## src/rtl/wb_arb_pkg.sv

```systemverilog
// Shared types and default widths for the writeback port arbiter.
package wb_arb_pkg;

  localparam int unsigned WB_DEPTH  = 4;
  localparam int unsigned WB_DATA_W = 32;
  localparam int unsigned WB_ADDR_W = 5;
  localparam int unsigned WB_PTR_W  = $clog2(WB_DEPTH);

  typedef struct packed {
    logic [WB_ADDR_W-1:0] rd;
    logic [WB_DATA_W-1:0] data;
  } wb_entry_t;

  typedef enum logic [1:0] {
    IDLE,
    DRAIN,
    FORCE
  } wb_arb_state_t;

endpackage

```

## src/rtl/wb_fifo.sv

```systemverilog
// In-order queue of pending multi-cycle results; exposes every slot and its
// valid bit so the arbiter can search for pending destinations.
module wb_fifo
  import wb_arb_pkg::*;
#(
  parameter int unsigned DEPTH = WB_DEPTH
) (
  input  logic                  clk,
  input  logic                  rst,
  input  logic                  push_i,
  input  wb_entry_t             entry_i,
  input  logic                  pop_i,
  output wb_entry_t             head_o,
  output logic                  full_o,
  output logic                  empty_o,
  output logic                  last_o,
  output logic      [DEPTH-1:0] vld_o,
  output wb_entry_t [DEPTH-1:0] ents_o
);

  localparam int unsigned PTR_W = $clog2(DEPTH);
  localparam int unsigned CNT_W = PTR_W + 1;

  logic      [PTR_W-1:0] wr_q, rd_q;
  logic      [CNT_W-1:0] cnt_q;
  logic      [DEPTH-1:0] vld_q;
  wb_entry_t [DEPTH-1:0] mem_q;
  logic                  do_push, do_pop;

  assign full_o  = (cnt_q == CNT_W'(DEPTH));
  assign empty_o = (cnt_q == '0);
  assign last_o  = (cnt_q == CNT_W'(1));
  assign head_o  = mem_q[rd_q];
  assign vld_o   = vld_q;
  assign ents_o  = mem_q;

  assign do_push = push_i && !full_o;
  assign do_pop  = pop_i && !empty_o;

  // Push and pop never target the same slot: that needs both full and empty.
  always_ff @(posedge clk or posedge rst) begin
    if (rst) begin
      wr_q  <= '0;
      rd_q  <= '0;
      cnt_q <= '0;
      vld_q <= '0;
      mem_q <= '0;
    end else begin
      if (do_push) begin
        mem_q[wr_q] <= entry_i;
        vld_q[wr_q] <= 1'b1;
        wr_q        <= wr_q + PTR_W'(1);
      end
      if (do_pop) begin
        vld_q[rd_q] <= 1'b0;
        rd_q        <= rd_q + PTR_W'(1);
      end
      if (do_push && !do_pop)      cnt_q <= cnt_q + CNT_W'(1);
      else if (do_pop && !do_push) cnt_q <= cnt_q - CNT_W'(1);
    end
  end

endmodule

```

## src/rtl/wb_port_arbiter.sv

```systemverilog
// Shares the register-file write port between the W stage and a multi-cycle unit.
// Optional same-cycle bypass of an idle port: define WB_ARB_BYPASS_EN.
module wb_port_arbiter
  import wb_arb_pkg::*;
#(
  parameter int unsigned DEPTH        = WB_DEPTH,
  parameter int unsigned STARVE_LIMIT = 8,
  parameter int unsigned DATA_W       = WB_DATA_W,
  parameter int unsigned ADDR_W       = WB_ADDR_W
) (
  input  logic              clk,
  input  logic              rst,
  input  logic              RegWriteW,
  input  logic [ADDR_W-1:0] RdW,
  input  logic [DATA_W-1:0] ResultW,
  input  logic              McValid,
  input  logic [ADDR_W-1:0] McRd,
  input  logic [DATA_W-1:0] McData,
  output logic              McReady,
  output logic              RfWe,
  output logic [ADDR_W-1:0] RfWa,
  output logic [DATA_W-1:0] RfWd,
  output logic              StallReq,
  input  logic [ADDR_W-1:0] CheckRd,
  output logic              CheckHit
);

  localparam int unsigned SW = $clog2(STARVE_LIMIT + 1);

  if (DATA_W != WB_DATA_W || ADDR_W != WB_ADDR_W) begin : g_width_chk
    $error("wb_port_arbiter: DATA_W/ADDR_W must match wb_arb_pkg entry widths");
  end

  wb_arb_state_t         state_q, state_d;
  logic      [SW-1:0]    starve_q, starve_d;
  wb_entry_t             fifo_head, fifo_in;
  wb_entry_t [DEPTH-1:0] fifo_ents;
  logic      [DEPTH-1:0] fifo_vld;
  logic                  fifo_full, fifo_empty, fifo_last;
  logic                  pipe_wr, byp, push, pop, blocked, pop_to_empty;

  assign pipe_wr = RegWriteW && (RdW != '0);

`ifdef WB_ARB_BYPASS_EN
  assign byp = fifo_empty && !pipe_wr && McValid && (McRd != '0);
`else
  assign byp = 1'b0;
`endif

  assign McReady      = !fifo_full;
  assign push         = McValid && McReady && (McRd != '0) && !byp;
  assign pop          = !pipe_wr && !fifo_empty;
  assign blocked      = pipe_wr && !fifo_empty;
  assign pop_to_empty = pop && fifo_last && !push;
  assign fifo_in      = '{rd: McRd, data: McData};
  assign StallReq     = (state_q == FORCE);

  wb_fifo #(.DEPTH(DEPTH)) u_fifo (
    .clk     (clk),
    .rst     (rst),
    .push_i  (push),
    .entry_i (fifo_in),
    .pop_i   (pop),
    .head_o  (fifo_head),
    .full_o  (fifo_full),
    .empty_o (fifo_empty),
    .last_o  (fifo_last),
    .vld_o   (fifo_vld),
    .ents_o  (fifo_ents)
  );

  // Pipeline always wins; the queue head takes any slot the pipeline leaves free.
  always_comb begin
    RfWe = 1'b0;
    RfWa = '0;
    RfWd = '0;
    if (!rst) begin
      if (pipe_wr) begin
        RfWe = 1'b1;
        RfWa = RdW;
        RfWd = ResultW;
      end else if (!fifo_empty) begin
        RfWe = 1'b1;
        RfWa = fifo_head.rd;
        RfWd = fifo_head.data;
      end else if (byp) begin
        RfWe = 1'b1;
        RfWa = McRd;
        RfWd = McData;
      end
    end
  end

  always_comb begin
    CheckHit = 1'b0;
    for (int unsigned i = 0; i < DEPTH; i++) begin
      if (fifo_vld[i] && (fifo_ents[i].rd == CheckRd)) CheckHit = 1'b1;
    end
    if (CheckRd == '0) CheckHit = 1'b0;
  end

  always_ff @(posedge clk or posedge rst) begin
    if (rst) begin
      state_q  <= IDLE;
      starve_q <= '0;
    end else begin
      state_q  <= state_d;
      starve_q <= starve_d;
    end
  end

  always_comb begin
    state_d  = state_q;
    starve_d = starve_q;
    case (state_q)
      IDLE: begin
        starve_d = '0;
        if (push) state_d = DRAIN;
      end
      DRAIN: begin
        if (pop) begin
          starve_d = '0;
          if (pop_to_empty) state_d = IDLE;
        end else if (blocked) begin
          starve_d = starve_q + SW'(1);
          if (starve_q == SW'(STARVE_LIMIT - 1)) state_d = FORCE;
        end
      end
      FORCE: begin
        // Bubble request is advisory; hold until the queue actually gets a slot.
        if (pop) begin
          starve_d = '0;
          state_d  = pop_to_empty ? IDLE : DRAIN;
        end
      end
      default: begin
        state_d  = IDLE;
        starve_d = '0;
      end
    endcase
  end

endmodule

```

## config.mk

```make
export PLATFORM = sky130hd
export DESIGN_NAME = wb_port_arbiter
export DESIGN_NICKNAME = d
export VERILOG_FILES = /design/src/rtl/wb_arb_pkg.sv /design/src/rtl/wb_fifo.sv /design/src/rtl/wb_port_arbiter.sv
export SDC_FILE = /design/constraint.sdc
export NUM_CORES = 1
export LEC_CHECK = 0
export BUFFER_PORTS_ARGS = -buffer_cell sky130_fd_sc_hd__buf_2
export CAP_MARGIN = 5
export CORE_UTILIZATION = 57
export CTS_CLUSTER_SIZE = 28
export DETAILED_ROUTE_END_ITERATION = 16
export PLACE_DENSITY = 0.76
export REMOVE_ABC_BUFFERS = 1
export SLEW_MARGIN = 20
export SYNTH_ARGS = -nofsm -noshare
export SYNTH_HDL_FRONTEND = slang
export SYNTH_SLANG_ARGS = --single-unit
```

## constraint.sdc

```tcl
create_clock -name clk -period 7.15 [get_ports clk]
set_clock_uncertainty 0.2 [all_clocks]
set_input_delay 0.3575 -clock clk [delete_from_list [all_inputs] [get_ports clk]]
set_output_delay 0.3575 -clock clk [all_outputs]
set_load 0.01 [all_outputs]
```

# Word level (Yosys, flattened, before mapping)
# Cells that the tools add are included.
word_totals:
  in_bits: 83
  mem_bits_rw: 0
  romBits: 0
  latch_bits: 0
  memories: 0
  regBits: 165
classes:
  eq_ne: 14
  multipliers: 0
  n_div: 0
  addsub: 5
  n_bitwise: 3
  shift: 0
  n_lt_le_gt_ge: 4
  reduce_logical: 31
  n_mux: 39
op_table:
  columns: ["cell", "n"]
  rows:
  - ["bitwise mux 148 bit", 1]
  - ["2-to-1 mux 32 bit", 3]
  - ["binary-select mux 37 bit (select 2 bit)", 1]
  - ["demux 37 bit (select 2 bit)", 1]
  - ["2-to-1 mux 37 bit", 2]
  - ["== test 5 bit", 4]
  - ["2-to-1 mux 4 bit", 5]
  - ["logical AND 1 bit", 17]
  - ["2-to-1 mux 5 bit", 3]
  - ["2-to-1 mux 2 bit", 6]
  - ["2-to-1 mux 1 bit", 11]
  - ["nonzero test 5 bit", 2]
  - ["inequality test 3 bit (second input constant)", 3]
  - ["one-hot mux 4 bit (2 select lines)", 1]
  - ["zero test 1 bit", 6]
  - ["less-than comparator 2 x 3 -> 1 bit (second input constant)", 2]
  - ["2-to-1 mux 3 bit", 2]
  - ["one-hot mux 2 bit (3 select lines)", 1]
  - ["zero test 5 bit", 1]
  - ["AND reduction 5 bit", 1]
  - ["adder 2 x 1 -> 2 bit (second input constant)", 2]
  - ["adder 4 x 1 -> 4 bit (second input constant)", 1]
  - ["AND 4 bit", 1]
  - ["demux 1 bit (select 2 bit)", 2]
  - ["other kinds (16)", 17]

# Logic depth before layout (Yosys ltp)
logic_depth:
  ltp_word: 9
  ltp_mapped: 10
  ltp_nobuf: 9

# By module
# A second synthesis with hierarchy kept.
hier_totals:
  cells_unflattened: 629
  area_unflattened_um2: 8730.9
modules_own_cells:
  columns: ["mod", "cells_per_inst", "area_each_um2", "instances"]
  rows:
  - ["wb_fifo", 419, 7378.3, 1]
  - ["wb_port_arbiter", 210, 1352.5, 1]

# Least setup slack after synthesis
# Ideal clock, no wire load.
synth_timing:
  path_type: "input to register"
  start: "input RdW[0]"
  end: "register u_fifo.cnt_q[2]"
  slack_ns: 4.907
  required_time_ns: 6.871
  t_arrival_ns: 1.964
  stages: 8
  cell_sequence: "or4_4 -> o21a_1 -> buf_6 -> nor2_8 -> inv_2 -> ha_1 -> nor2_1 -> xor2_1"
synth_via:
  elab_chain_cells: 8
  elab_cells_between_ends: 10
  cone_classes: "mux (1); reduce/logical (9)"
synth_rtl:
  columns: ["element", "line", "rtl"]
  rows:
  - ["start, declared", "wb_port_arbiter.sv:14", "input logic [ADDR_W-1:0] RdW,"]
  - ["nonzero test 5 bit (*)", "wb_port_arbiter.sv:42", "assign pipe_wr = RegWriteW && (RdW != '0);"]
  - ["logical AND 1 bit (*)", "wb_port_arbiter.sv:42", null]
  - ["zero test 1 bit (*)", "wb_port_arbiter.sv:52", "assign pop = !pipe_wr && !fifo_empty;"]
  - ["logical AND 1 bit (*)", "wb_port_arbiter.sv:52", null]
  - ["logical AND 1 bit (*)", "wb_fifo.sv:38", "assign do_pop = pop_i && !empty_o;"]
  - ["zero test 1 bit", "wb_fifo.sv:58", "if (do_push && !do_pop) cnt_q <= cnt_q + CNT_W'(1);"]
  - ["logical AND 1 bit", "wb_fifo.sv:58", null]
  - ["2-to-1 mux 3 bit / nonzero test 2 bit (equally long branches)", null, null]
  - ["end signal, assigned", "wb_fifo.sv:58", null]
  - ["end signal, assigned", "wb_fifo.sv:59", "else if (do_pop && !do_push) cnt_q <= cnt_q - CNT_W'(1);"]
  - ["end, declared", "wb_fifo.sv:25", "logic [CNT_W-1:0] cnt_q;"]
# Mark *: on every way between the ends. The rest lies on a longest branch, timed or not.
# A chain may end at the register's enable or synchronous reset.

# Final worst setup path
layout_timing:
  start: "register u_fifo.rd_q[0]"
  end: "output RfWa[2]"
layout_via:
  elab_chain_cells: 5
layout_rtl:
  columns: ["element", "line", "rtl"]
  rows:
  - ["start, declared", "wb_fifo.sv:24", "logic [PTR_W-1:0] wr_q, rd_q;"]
  - ["start signal, assigned", "wb_fifo.sv:56", "rd_q <= rd_q + PTR_W'(1);"]
  - ["binary-select mux 37 bit (select 2 bit)", "wb_fifo.sv:33", "assign head_o = mem_q[rd_q];"]
  - ["2-to-1 mux 37 bit (implied by the code)", "wb_fifo.sv:33", null]
  - ["2-to-1 mux 5 bit", "wb_port_arbiter.sv:82", "end else if (!fifo_empty) begin"]
  - ["2-to-1 mux 5 bit", "wb_port_arbiter.sv:78", "if (pipe_wr) begin"]
  - ["2-to-1 mux 5 bit", "wb_port_arbiter.sv:77", "if (!rst) begin"]
  - ["end, declared", "wb_port_arbiter.sv:21", "output logic [ADDR_W-1:0] RfWa,"]
# Every way passes these cells. The select of a mux whose other input is x is not followed.

==> results by stage <==
Synth:
- The number of flops mapped to enable cells by yosys is 0.
- Sorting the synthesized cells by how often they occur yields sky130_fd_sc_hd__dfrtp_1, sky130_fd_sc_hd__mux2_2, sky130_fd_sc_hd__a21oi_1.
- Sorting the synthesized cells by area gives the leading types as sky130_fd_sc_hd__dfrtp_1, sky130_fd_sc_hd__mux2_2, sky130_fd_sc_hd__mux4_2.
- The fraction of the yosys area taken by sequential cells is 50.4%.
- Synthesis produced 623 cells.
- In the synthesized netlist the dominant register cell turns out to be sky130_fd_sc_hd__dfrtp_1.
- The mapped cell area is 8190 µm².
- The count of warnings emitted by yosys is 0.
- The most frequent cell after synthesis is sky130_fd_sc_hd__dfrtp_1.
- The average instance area after synthesis is 13.2 µm².
- Counting flops and latches in the post-synthesis netlist gives approximately 170.
- The share of synthesized flip-flops with an asynchronous set or reset is 100%.
- The largest total area in the synthesized netlist belongs to sky130_fd_sc_hd__dfrtp_1.
- The number of different library cells in the post-synthesis netlist is 37.
- Of the post-synthesis cell area, the dominant cell type holds 50.4%.

Placement:
- The half-perimeter wire length of the detailed placement result is 10.8 mm.
- The cell area after placement is 8870 µm².
- Routability-driven placement finished with a final weighted congestion of 0.826.
- The number of buffer cells added on primary ports is between 100 and 150.
- The instance count after placement with tap cells included is 885.

Timing:
- The count of final setup violators is 0.
- The final-layout setup total negative slack is 0 ns.
- The top achievable clock speed is 0.304 GHz.
- The max-slew violation count is 0.
- The final-report hold violation count came to 0.
- The worst path needs ~3.3 ns of the cycle, external delays included.
- The worst pin sits at a relative slew slack of 22.8%.
- The worst path uses 46.0% of the clock period.
- Setup repair after global routing left no endpoint under its margin.
- At the pin with the least slew margin, the transition time is around 1.2 ns.

GRT:
- The overall track demand over capacity in global routing is a little over a quarter.
- Entering global routing, the biggest net connects 86 pins.
- The first global-routing pass estimated 29.1 mm of wire.
- Summed over all layers, the global routing overflow is 0.
- The number of global-route vias before repair is 5770.
- The number of antenna violations at the first check in global routing is 0.

CTS:
- TritonCTS built the clock tree.
- In this run the clock root is driven by a sky130_fd_sc_hd__clkbuf_16.
- The deepest level of the CTS H-tree is 4.
- The cts-stage hold buffer count is 9.
- The CTS sink count is 165.
- In this run the deepest clock path goes through 2 buffers.
- The post-cts resize count is 0.
- Buffers added to address setup during post-CTS repair amount to 0.
- The latest clock arrival within the worst-skew pair is 0.42 ns.
- The TritonCTS buffer count is 17.
- The clock transition at the registers of the reported paths is about 0.060 ns.

Setup path:
- STA classifies the critical path startpoint as a register.
- Along the worst path, the maximum fanout reaches 26.
- The endpoint arrival time on the critical path is 2.73 ns.
- The type of the worst setup path is reg2out.
- STA puts the critical path data required time at 6.59 ns.
- The worst setup path is captured at an output port.

Min path:
- The worst hold path belongs to the class in2reg.

Power:
- The peak supply drop is 233 µV.
- The power after layout is 4250 µW.
- In this run the static leakage power is 0.00426 µW.
- For this design the ratio of total power to cell area is ~450 nW/µm².

Finish:
- The final instance area is roughly 9500 µm².
- The final net count is a little over 800.
- The proportion of layout cells with a drive suffix above 1 is 47.2%.
- 0 antenna diodes ended up in the layout.
- The end-of-flow core utilization is between 60 and 70%.
- Relative to the synthesized area, the layout overhead comes to 16.1%.
- The count of non-filler cells in the finished layout is 924.

Routing:
- Dividing the detail-routed wire length by the instance count gives 19.8 µm.
- Wires add up to 18.2 mm.
- The detail route stage leaves a number of antenna-violating nets equal to 0.
- The total via count in the routed design is 5507.
- The DRC violation count after routing is 0.
- The first-pass detailed-route iteration total is 4.
- Dividing the detail-routed via count by the number of cells gives 5.96.
- For this block, the initial DRC count from the detailed router was 338.

Floorplanning:
- After floorplanning, the core was divided into 43 placement rows.
- The initial core utilization is a little under 60%.
- The floorplan step defined a die boundary enclosing 14900 µm².
- The floorplan step defined a core boundary enclosing 13900 µm².
- The chip width is ~120 µm.
- The number of top-level pins is 124.
- The die is 122 µm tall.

Flow run:
- The number of max-cap violations is 0.

Run status:
- The run finished with clean final reports.
registers in the layout, indices dropped and copies added (netlist names):
register / count
u_fifo.rd_q: 2
u_fifo.wr_q: 2
u_fifo.vld_o: 4
starve_q: 4
state_q: 2
u_fifo.ents_o: 148
u_fifo.cnt_q: 3
through the flow:
stage	setup slack (ns)	hold slack [ns]
after floorplan	2.13	0.259
after global placement	4.15	0.268
after detailed placement	4.03	0.284
after CTS	3.77	0.000216
after global routing	3.63	0.0118
final	3.86	0.0113
cell families (layout without fill, tap and decap cells):
group / count (synthesis) / count (layout) / share of synthesized area, %
AO/OA/AOI/OAI: 68 / 68 / 4.64
XOR/XNOR: 25 / 25 / 2.67
adder cells (fa/ha/maj): 14 / 14 / 2.14
buffers and inverters: 52 / 173 / 2.90
flip-flops: 165 / 165 / 50.4
multiplexers: 187 / 187 / 30.8
AND/OR/NAND/NOR: 112 / 112 / 6.49
routing by layer:
metal	up-vias	global-route usage, %	wire [µm]
met1	2843	34.7	7930
met5	-	0	0
met2	156	42.9	9180
li1	2487	-	-
met3	21	5.38	906
met4	0	10.1	231
final cells by class:
class                      instances  area (µm²)
fill                            1033        4420
sequential                       165        4130
multi-input combinational        406        3850
timing repair buffer             135         732
clock buffer                      27         523
tap                              180         225
inverter                           8        35.0
clock inverter                     3        17.5
power by group:
group	total (µW)	switching (µW)	internal, µW
registers	1750	346	1410
logic	1660	680	977
clock network	837	343	495
total	4250	1370	2880
placed cells by master (no fill, tap or decap), drive strengths merged:
| cell type | count |
|---|---|
| o21a | 2 |
| mux4 | 37 |
| a21oi | 49 |
| o21ai | 8 |
| mux2i | 2 |
| nand2 | 47 |
| o22a | 1 |
| nor3 | 3 |
| xnor2 | 7 |
| dfrtp | 165 |
| mux2 | 148 |
| a31oi | 2 |
| nand4 | 2 |
| clkinv | 2 |
| nor4 | 4 |
| ha | 14 |
| a21boi | 1 |
| nand3 | 40 |
| nor2b | 3 |
| or4 | 2 |
| buf | 126 |
| clkinvlp | 1 |
| xor2 | 18 |
| a22oi | 4 |
| clkbuf | 27 |
| nand2b | 2 |
| a41o | 1 |
| dlygate4sd3 | 9 |
| nor2 | 9 |
| inv | 8 |
final timing paths:
kind,start,to,slack (ns),depth (start not counted)
max in group asynchronous,rst,u_fifo.rd_q[1],5.22,3
min in group asynchronous,rst,u_fifo.ents_o[51],0.31,2
setup reg to reg,u_fifo.cnt_q[0],u_fifo.ents_o[10],3.95,7
setup / recovery,u_fifo.rd_q[0],RfWa[2],3.86,5
hold / removal,McData[13],u_fifo.ents_o[50],0.01,2
hold reg to reg,u_fifo.ents_o[92],u_fifo.ents_o[92],0.30,1
critical path: stages, from the launching register on:
cell	delay, ns
sky130_fd_sc_hd__dfrtp_2	0.73
sky130_fd_sc_hd__buf_4	0.56
sky130_fd_sc_hd__mux4_2	0.60
sky130_fd_sc_hd__a22oi_1	0.17
sky130_fd_sc_hd__nor2_1	0.05
sky130_fd_sc_hd__buf_2	0.17
No activity file was read; power rests on OpenSTA's default activity.
